[src/rtl/argmax_select_pkg.sv]
// Shared defaults and state encoding for the argmax selector.
package argmax_select_pkg;

  // Number of class scores per vector.
  localparam int DEF_N          = 10;
  // Score width; matches the output width of the upstream vector-matrix product stage.
  localparam int DEF_VALUE_SIZE = 26;
  // Index width, $clog2(DEF_N).
  localparam int DEF_IDX_W      = 4;

  typedef enum logic [1:0] {
    IDLE = 2'd0,
    SCAN = 2'd1,
    DONE = 2'd2
  } state_t;

endpackage

[src/rtl/argmax_select_if.sv]
// Upstream vector handshake plus downstream result handshake for argmax_select.
interface argmax_select_if
  import argmax_select_pkg::*;
#(
  parameter int N          = DEF_N,
  parameter int VALUE_SIZE = DEF_VALUE_SIZE,
  parameter int IDX_W      = DEF_IDX_W
) ();

  logic                    in_valid;
  logic                    in_ready;
  logic [VALUE_SIZE*N-1:0] Scores;
  logic                    out_valid;
  logic                    out_ready;
  logic [IDX_W-1:0]        ClassIdx;
  logic [VALUE_SIZE-1:0]   MaxValue;

  modport master (
    output in_valid, Scores, out_ready,
    input  in_ready, out_valid, ClassIdx, MaxValue
  );

  modport slave (
    input  in_valid, Scores, out_ready,
    output in_ready, out_valid, ClassIdx, MaxValue
  );

endinterface

[src/rtl/argmax_select.sv]
// Sequential argmax: captures N signed scores, scans one per cycle, holds the result until accepted.
module argmax_select
  import argmax_select_pkg::*;
#(
  parameter int N          = DEF_N,
  parameter int VALUE_SIZE = DEF_VALUE_SIZE,
  parameter int IDX_W      = DEF_IDX_W
) (
  input  logic            clk,
  input  logic            GlobalReset,
  argmax_select_if.slave  bus
);

  state_t                       state, state_nxt;
  logic signed [VALUE_SIZE-1:0] score_q [N];
  logic signed [VALUE_SIZE-1:0] best_val;
  logic signed [VALUE_SIZE-1:0] cand;
  logic [IDX_W-1:0]             best_idx;
  logic [IDX_W-1:0]             cnt;
  logic                         last;
  logic                         in_ready;
  logic                         out_valid;

  assign cand = score_q[cnt];
  assign last = (cnt == IDX_W'(N - 1));

  // State register.
  always_ff @(posedge clk or negedge GlobalReset) begin
    if (!GlobalReset) state <= IDLE;
    else              state <= state_nxt;
  end

  // Next-state decode and handshake outputs.
  always_comb begin
    state_nxt = state;
    in_ready  = 1'b0;
    out_valid = 1'b0;
    case (state)
      IDLE: begin
        in_ready = 1'b1;
        if (bus.in_valid) state_nxt = SCAN;
      end
      SCAN: begin
        if (last) state_nxt = DONE;
      end
      DONE: begin
        out_valid = 1'b1;
        if (bus.out_ready) state_nxt = IDLE;
      end
      default: state_nxt = IDLE;
    endcase
  end

  // Score capture and running maximum; strict compare keeps the lowest index on ties.
  always_ff @(posedge clk or negedge GlobalReset) begin
    if (!GlobalReset) begin
      for (int unsigned i = 0; i < N; i++) score_q[i] <= '0;
      best_val <= '0;
      best_idx <= '0;
      cnt      <= '0;
    end else begin
      case (state)
        IDLE: begin
          if (bus.in_valid) begin
            for (int unsigned i = 0; i < N; i++)
              score_q[i] <= bus.Scores[i*VALUE_SIZE +: VALUE_SIZE];
            best_val <= bus.Scores[VALUE_SIZE-1:0];
            best_idx <= '0;
            cnt      <= IDX_W'(1);
          end
        end
        SCAN: begin
          if (cand > best_val) begin
            best_val <= cand;
            best_idx <= cnt;
          end
          cnt <= cnt + 1'b1;
        end
        default: ;
      endcase
    end
  end

  assign bus.in_ready  = in_ready;
  assign bus.out_valid = out_valid;
  assign bus.ClassIdx  = best_idx;
  assign bus.MaxValue  = best_val;

endmodule

[src/flat_wrapper.sv]
// flat-port wrapper written by rule: the top's interface ports become plain ports
module argmax_select_flat import argmax_select_pkg::*;
#(
  parameter int N          = DEF_N,
  parameter int VALUE_SIZE = DEF_VALUE_SIZE,
  parameter int IDX_W      = DEF_IDX_W
)
  (clk, GlobalReset, bus_in_valid, bus_Scores, bus_out_ready, bus_in_ready, bus_out_valid, bus_ClassIdx, bus_MaxValue);
  argmax_select_if #(.N(N), .VALUE_SIZE(VALUE_SIZE), .IDX_W(IDX_W)) bus_i ();
  input  logic clk;
  input  logic GlobalReset;
  input wire logic [$bits(bus_i.in_valid)-1:0] bus_in_valid;
  input wire logic [$bits(bus_i.Scores)-1:0] bus_Scores;
  input wire logic [$bits(bus_i.out_ready)-1:0] bus_out_ready;
  output wire logic [$bits(bus_i.in_ready)-1:0] bus_in_ready;
  output wire logic [$bits(bus_i.out_valid)-1:0] bus_out_valid;
  output wire logic [$bits(bus_i.ClassIdx)-1:0] bus_ClassIdx;
  output wire logic [$bits(bus_i.MaxValue)-1:0] bus_MaxValue;
  assign bus_i.in_valid = bus_in_valid;
  assign bus_i.Scores = bus_Scores;
  assign bus_i.out_ready = bus_out_ready;
  assign bus_in_ready = bus_i.in_ready;
  assign bus_out_valid = bus_i.out_valid;
  assign bus_ClassIdx = bus_i.ClassIdx;
  assign bus_MaxValue = bus_i.MaxValue;
  argmax_select #(.N(N), .VALUE_SIZE(VALUE_SIZE), .IDX_W(IDX_W)) u_core (.clk(clk), .GlobalReset(GlobalReset), .bus(bus_i));
endmodule
[config.mk]
export PLATFORM = sky130hd
export DESIGN_NAME = argmax_select_flat
export DESIGN_NICKNAME = d
export VERILOG_FILES = /design/src/rtl/argmax_select_pkg.sv /design/src/rtl/argmax_select_if.sv /design/src/rtl/argmax_select.sv /design/src/flat_wrapper.sv
export SDC_FILE = /design/constraint.sdc
export NUM_CORES = 1
export LEC_CHECK = 0
export ABC_AREA = 1
export CAP_MARGIN = 15
export CORE_UTILIZATION = 51
export CTS_CLUSTER_DIAMETER = 150
export DETAILED_ROUTE_END_ITERATION = 7
export PLACE_DENSITY = 0.91
export SLEW_MARGIN = 20
export SYNTH_ARGS = -nofsm -noshare
export SYNTH_HDL_FRONTEND = slang
export SYNTH_SLANG_ARGS = --single-unit
[constraint.sdc]
create_clock -name clk -period 6.55 [get_ports clk]
set_input_delay 0.9825 -clock clk [delete_from_list [all_inputs] [get_ports clk]]
set_output_delay 0.9825 -clock clk [all_outputs]
set_load 0.1 [all_outputs]
== Yosys cells after proc, flatten, opt, wreduce, memory -nomap -nowiden ==
Cells that the tools add are included.

* Register bits: 296
* Bits of input ports: 264
* Logic and storage cells: 48

* $add $sub $neg: 1
* Order comparisons: 2
* Eq/ne operators: 7
* Mux-type cells: 17
* Bitwise logic cells: 1
* Reductions and logical operators: 6

{| class="wikitable"
|+ Operators with widths
! operator !! count
|-
| $bmux W26 S4 || 1
|-
| $mux W26 || 4
|-
| $pmux W26 S2 || 1
|-
| $gt A26 B26 Y1 || 1
|-
| $pmux W4 S2 || 2
|-
| $mux W4 || 3
|-
| $mux W2 || 3
|-
| $pmux W2 S3 || 1
|-
| $reduce_and A3 Y1 || 2
|-
| $ge A5 B5 Y1 const B || 1
|-
| $not A4 Y5 || 1
|-
| $add A4 B1 Y4 const B || 1
|-
| $eq A4 B4 Y1 const B || 1
|-
| $ne A2 B1 Y1 const B || 2
|-
| $ne A2 B2 Y1 const B || 2
|-
| $reduce_and A2 Y1 || 2
|-
| $eq A2 B1 Y1 const B || 1
|-
| $eq A2 B2 Y1 const B || 1
|-
| $logic_not A2 Y1 || 1
|-
| $mux W1 || 2
|-
| $reduce_bool A2 Y1 || 1
|}

== Depth between registers and ports, before layout ==
* Depth after elaboration: 7
* Gate-level depth with buffers: 23
* Gate-level depth less buffers: 20

== Worst setup path before layout ==
Ideal clock, no wire load.

* Path kind: register to register
* From: reg u_core.state[0]
* To: reg u_core.score_q[152] (netlist name)
* Setup time: 0.066 ns
* Data arrival time: 2.870 ns
* Required time: 6.484 ns
* Path slack: 3.614 ns
* Stages on the path, launching flop included: 8
* Path buffers: 2
* Cells stage by stage: dfrtp_1 -> nor2_1 -> nand2_1 -> inv_2 -> buf_2 -> buf_1 -> nand2_1 -> nand2_1

* Cells in the longest elaborated chain, start to end: 2

{| class="wikitable"
|+ RTL lines
! item !! RTL line !! source
|-
| start, declared || argmax_select.sv:14 || <nowiki>state_t state, state_nxt;</nowiki>
|-
| start signal, assigned || argmax_select.sv:30 || <nowiki>else state <= state_nxt;</nowiki>
|-
| $logic_not A2 Y1 || argmax_select.sv:62 || <nowiki>case (state)</nowiki>
|-
| $reduce_and A2 Y1 (no source line) || - ||
|-
| end signal, assigned by index || argmax_select.sv:66 || <nowiki>score_q[i] <= bus.Scores[i*VALUE_SIZE +: VALUE_SIZE];</nowiki>
|-
| end, declared || argmax_select.sv:15 || <nowiki>logic signed [VALUE_SIZE-1:0] score_q [N];</nowiki>
|}

Every way passes these cells.
A chain may end at the register's enable or synchronous reset.

== Worst setup path in the final report ==
* From: reg u_core.cnt[0]
* To: reg u_core.best_idx[2], in the netlist u_core.bus.ClassIdx[2]

* Cells in the longest elaborated chain, start to end: 7

{| class="wikitable"
|+ RTL lines
! item !! RTL line !! source
|-
| start, declared || argmax_select.sv:19 || <nowiki>logic [IDX_W-1:0] cnt;</nowiki>
|-
| start signal, assigned || argmax_select.sv:77 || <nowiki>cnt <= cnt + 1'b1;</nowiki>
|-
| $not A4 Y5 (implied by the code) || argmax_select.sv:24 || <nowiki>assign cand = score_q[cnt];</nowiki>
|-
| $bmux W26 S4 || argmax_select.sv:24 ||
|-
| $mux W26 (implied by the code) (2 in series) || argmax_select.sv:24 ||
|-
| $gt A26 B26 Y1 || argmax_select.sv:73 || <nowiki>if (cand > best_val) begin</nowiki>
|-
| $ne A2 B1 Y1 (no source line) || - ||
|-
| $reduce_and A3 Y1 (no source line) || - ||
|-
| end signal, assigned || argmax_select.sv:75 || <nowiki>best_idx <= cnt;</nowiki>
|-
| end, declared || argmax_select.sv:18 || <nowiki>logic [IDX_W-1:0] best_idx;</nowiki>
|}

Every way passes these cells. The select of a mux whose other input is x is not followed.

==> impl_metrics.ini <==
[critical_path]
cpMaxStageDelayCell = dfrtp_4
required_ns = 7.00
worstPathCellList = inv_4 -> o21ai_0 -> o21ai_1 -> o211ai_1 -> nand2_1 -> ha_1 -> a21oi_1 -> nor2_1 -> nor2_1 -> nand2_1 -> a21oi_1 -> nand3_1 -> nand3_1 -> buf_4 -> nand2_1 -> nand2_1 -> nand2_1
r2r-end = u_core.bus.ClassIdx[2]
r2r-start = u_core.cnt[0]
critPathLaunch = u_core.cnt[0]
crit_type = flip-flop to flip-flop
cpPeakStageDelay_ns = 0.92
arrival_ns = 5.72
r2r.worst_path.cells = 17
start_kind = flip-flop
path_max_fanout = 91
cp-end-kind = flip-flop
crit_top_cell = nand2_1
r2r_setup_slack_ns = 1.27

[die]
dieArea_sq_um = 29400
start_util_pct = 52.2
placementRows = 61
io_pins = 296
core_area_sq_um = 28000
fp.dieH_um = 171
die_x_um = 171

[grt]
antenna_found_initial = 0
grt_pass1_wl_um = 74900
grt_max_degree = 142
grt_pass1_vias = 13600
gr-total-overflow = 0
track_usage_pct = 33.5

[power]
switching_share_pct = 48.3
power.share.clock_pct = 17.4
combPwrFrac_pct = 49.3
p_switching_mw = 5.10
intPower_mw = 5.46
p_leak_nw = 9.51
vdd_drop_max_v = 0.000271
sequentialPowerShare_pct = 33.3
powerDensity_nw_per_um2 = 564

[clock_network]
cts_num_sinks = 296
cts_resized = 0
cts_tree = built
root_buffer = clkbuf_16
clockBufferDepth = 3
insertion_delay_ns = 0.59
cts.htree.levels = 1
ctsHoldBuffers = 0
clk_pin_slew_ns = 0.06
cts_setup_buffers = 0
numCtsBuffers = 30

[synthesis]
synthTopCellsByArea = dfrtp_1 (51%), nand2_1 (27%), nor2_1 (4.4%)
synth.cell_area_sq_um = 14600
synth_fp_nets = 2262
yosys.cell_count.top_type = nand2_1
synth_common_cells = nand2_1 (1035), dfrtp_1 (296), nor2_1 (173)
avgSynthCellArea_sq_um = 7.42
postSynth.asyncResetShare_pct = 100
synth_cell_types = 24
synthCells = 1970
ys.flop_type = dfrtp_1
yosysSeqAreaShare_pct = 50.6
ys_seq_elements = 296
synth_edf_count = 0
synth_area_leader_cell = dfrtp_1
yosys_warnings = 0
synth_top_area_share_pct = 50.6

[sta]
fin_skew_ns = 0.0198
worst_slew_pin_slew_ns = 1.15
setup_viol = 0
min_period_ns = 5.28
finalMaxSlewViolations = 0
hold_violations = 0
fin_crit_sh_pct = 80.5
max_freq_mhz = 190
tns_ns = 0
relSlewSlack_pct = 23.1
rsz0062_at_grt = false

[drt]
wl_per_cell_um = 18.9
wirelength_um = 48800
antenna_left = 0
drt-initial-drc-count = 1967
remaining_drc_errors = 0
vias = 14400
vias_per_cell = 5.56
drt_pass1_iterations = 6

[layout]
layout.cells.non_filler = 2589
finish.net_count = 2480
drive_above_1_share_pct = 3.66
area_growth_pct = 27.9
n_antenna_cell = 0

[status]
outcome = finished clean

[hold_path]
hp-class = input port to async pin

[job]
drv_cap = 0

[place]
hpwl_um = 34100
gp_congestion = 0.941
placedCellCount = 2533
io_buffer_count = 295
[flip-flops by register name (all words and copies together), names as in the netlist]
| signal | count |
|---|---|
| u_core.bus.MaxValue | 26 |
| u_core.state | 2 |
| u_core.score_q | 260 |
| u_core.bus.ClassIdx | 4 |
| u_core.cnt | 4 |
[cell families after synthesis]
logic type,share of synthesized area [%]
and+or+nand+nor,33.0
DFF,50.6
AOI/OAI and AO/OA,7.99
buffers and inverters,5.20
adders and majority gates,2.40
muxes,0.753
[worst max-delay path by stage]
stage | end | slack (ns) | cells after the start
6_report | u_core.bus.ClassIdx[2] | 1.27 | 17
5_1_grt | u_core.bus.ClassIdx[2] | 0.96 | 18
4_1_cts | u_core.bus.ClassIdx[2] | 1.46 | 17
3_5_place_dp | u_core.bus.ClassIdx[2] | 1.57 | 17
3_3_place_gp | u_core.bus.MaxValue[24] | 1.69 | 16
2_1_floorplan | u_core.score_q[152] | 3.61 | 7
[power groups by stage]
stage | sequential (mW) | clock, mW | combinational [mW]
finish | 3.52 | 1.83 | 5.20
global placement | 3.46 | 0 | 4.93
CTS | 3.47 | 1.83 | 5.13
global route | 3.59 | 1.90 | 5.76
detailed placement | 3.48 | 0 | 5.07
floorplan | 3.68 | 0 | 3.29
[area by class of cell]
class                      count  area, sq um
clock buffer                  48          928
clock inverter                 7          141
multi-input combinational   1501         6460
sequential                   296         7420
tap                          378          473
fill                        2268         9300
timing repair buffer         307         3080
inverter                      52          205
[per-stage QoR]
stage / hold slack (ns) / setup slack, ns / total power [mW] / cell area [sq um] / util [%]
after global placement: 0.458 / 1.69 / 8.39 / 17600 / 62.8
after CTS: 0.477 / 1.46 / 10.4 / 18700 / 66.7
after detailed placement: 0.460 / 1.57 / 8.56 / 17600 / 62.8
after global routing: 0.277 / 0.960 / 11.3 / 18700 / 66.8
after floorplan: 0.444 / 3.61 / 6.98 / 14600 / -
final: 0.259 / 1.27 / 10.6 / 18700 / 66.8
[placed cells by master, fill, tap and decap left out, drive strengths merged, types with 2 or more instances in the layout]
| cell | count |
|---|---|
| inv | 52 |
| nand2 | 1035 |
| nor3 | 2 |
| nand3 | 52 |
| o211ai | 52 |
| o21ai | 134 |
| ha | 28 |
| nand4 | 2 |
| bufinv | 3 |
| clkbuf | 48 |
| clkinv | 3 |
| dfrtp | 296 |
| buf | 13 |
| clkdlybuf4s50 | 294 |
| a21oi | 9 |
| mux2i | 11 |
| nor2 | 173 |
[critical path: cells and delay by family, from the launching register on]
| family | cells | cell delay, ns |
|---|---|---|
| AO/OA/AOI/OAI | 5 | 1.18 |
| adder cells (fa/ha/maj) | 1 | 0.35 |
| buffers and inverters | 2 | 0.87 |
| flip-flops | 1 | 0.92 |
| AND/OR/NAND/NOR | 9 | 1.72 |
[metal layers]
layer	wire [um]	global-route usage, %
met1	19200	46.6
met2	21900	50.2
met3	5230	6.58
met4	2550	16.7
met5	0	0
(Power assumes the default switching activity.)
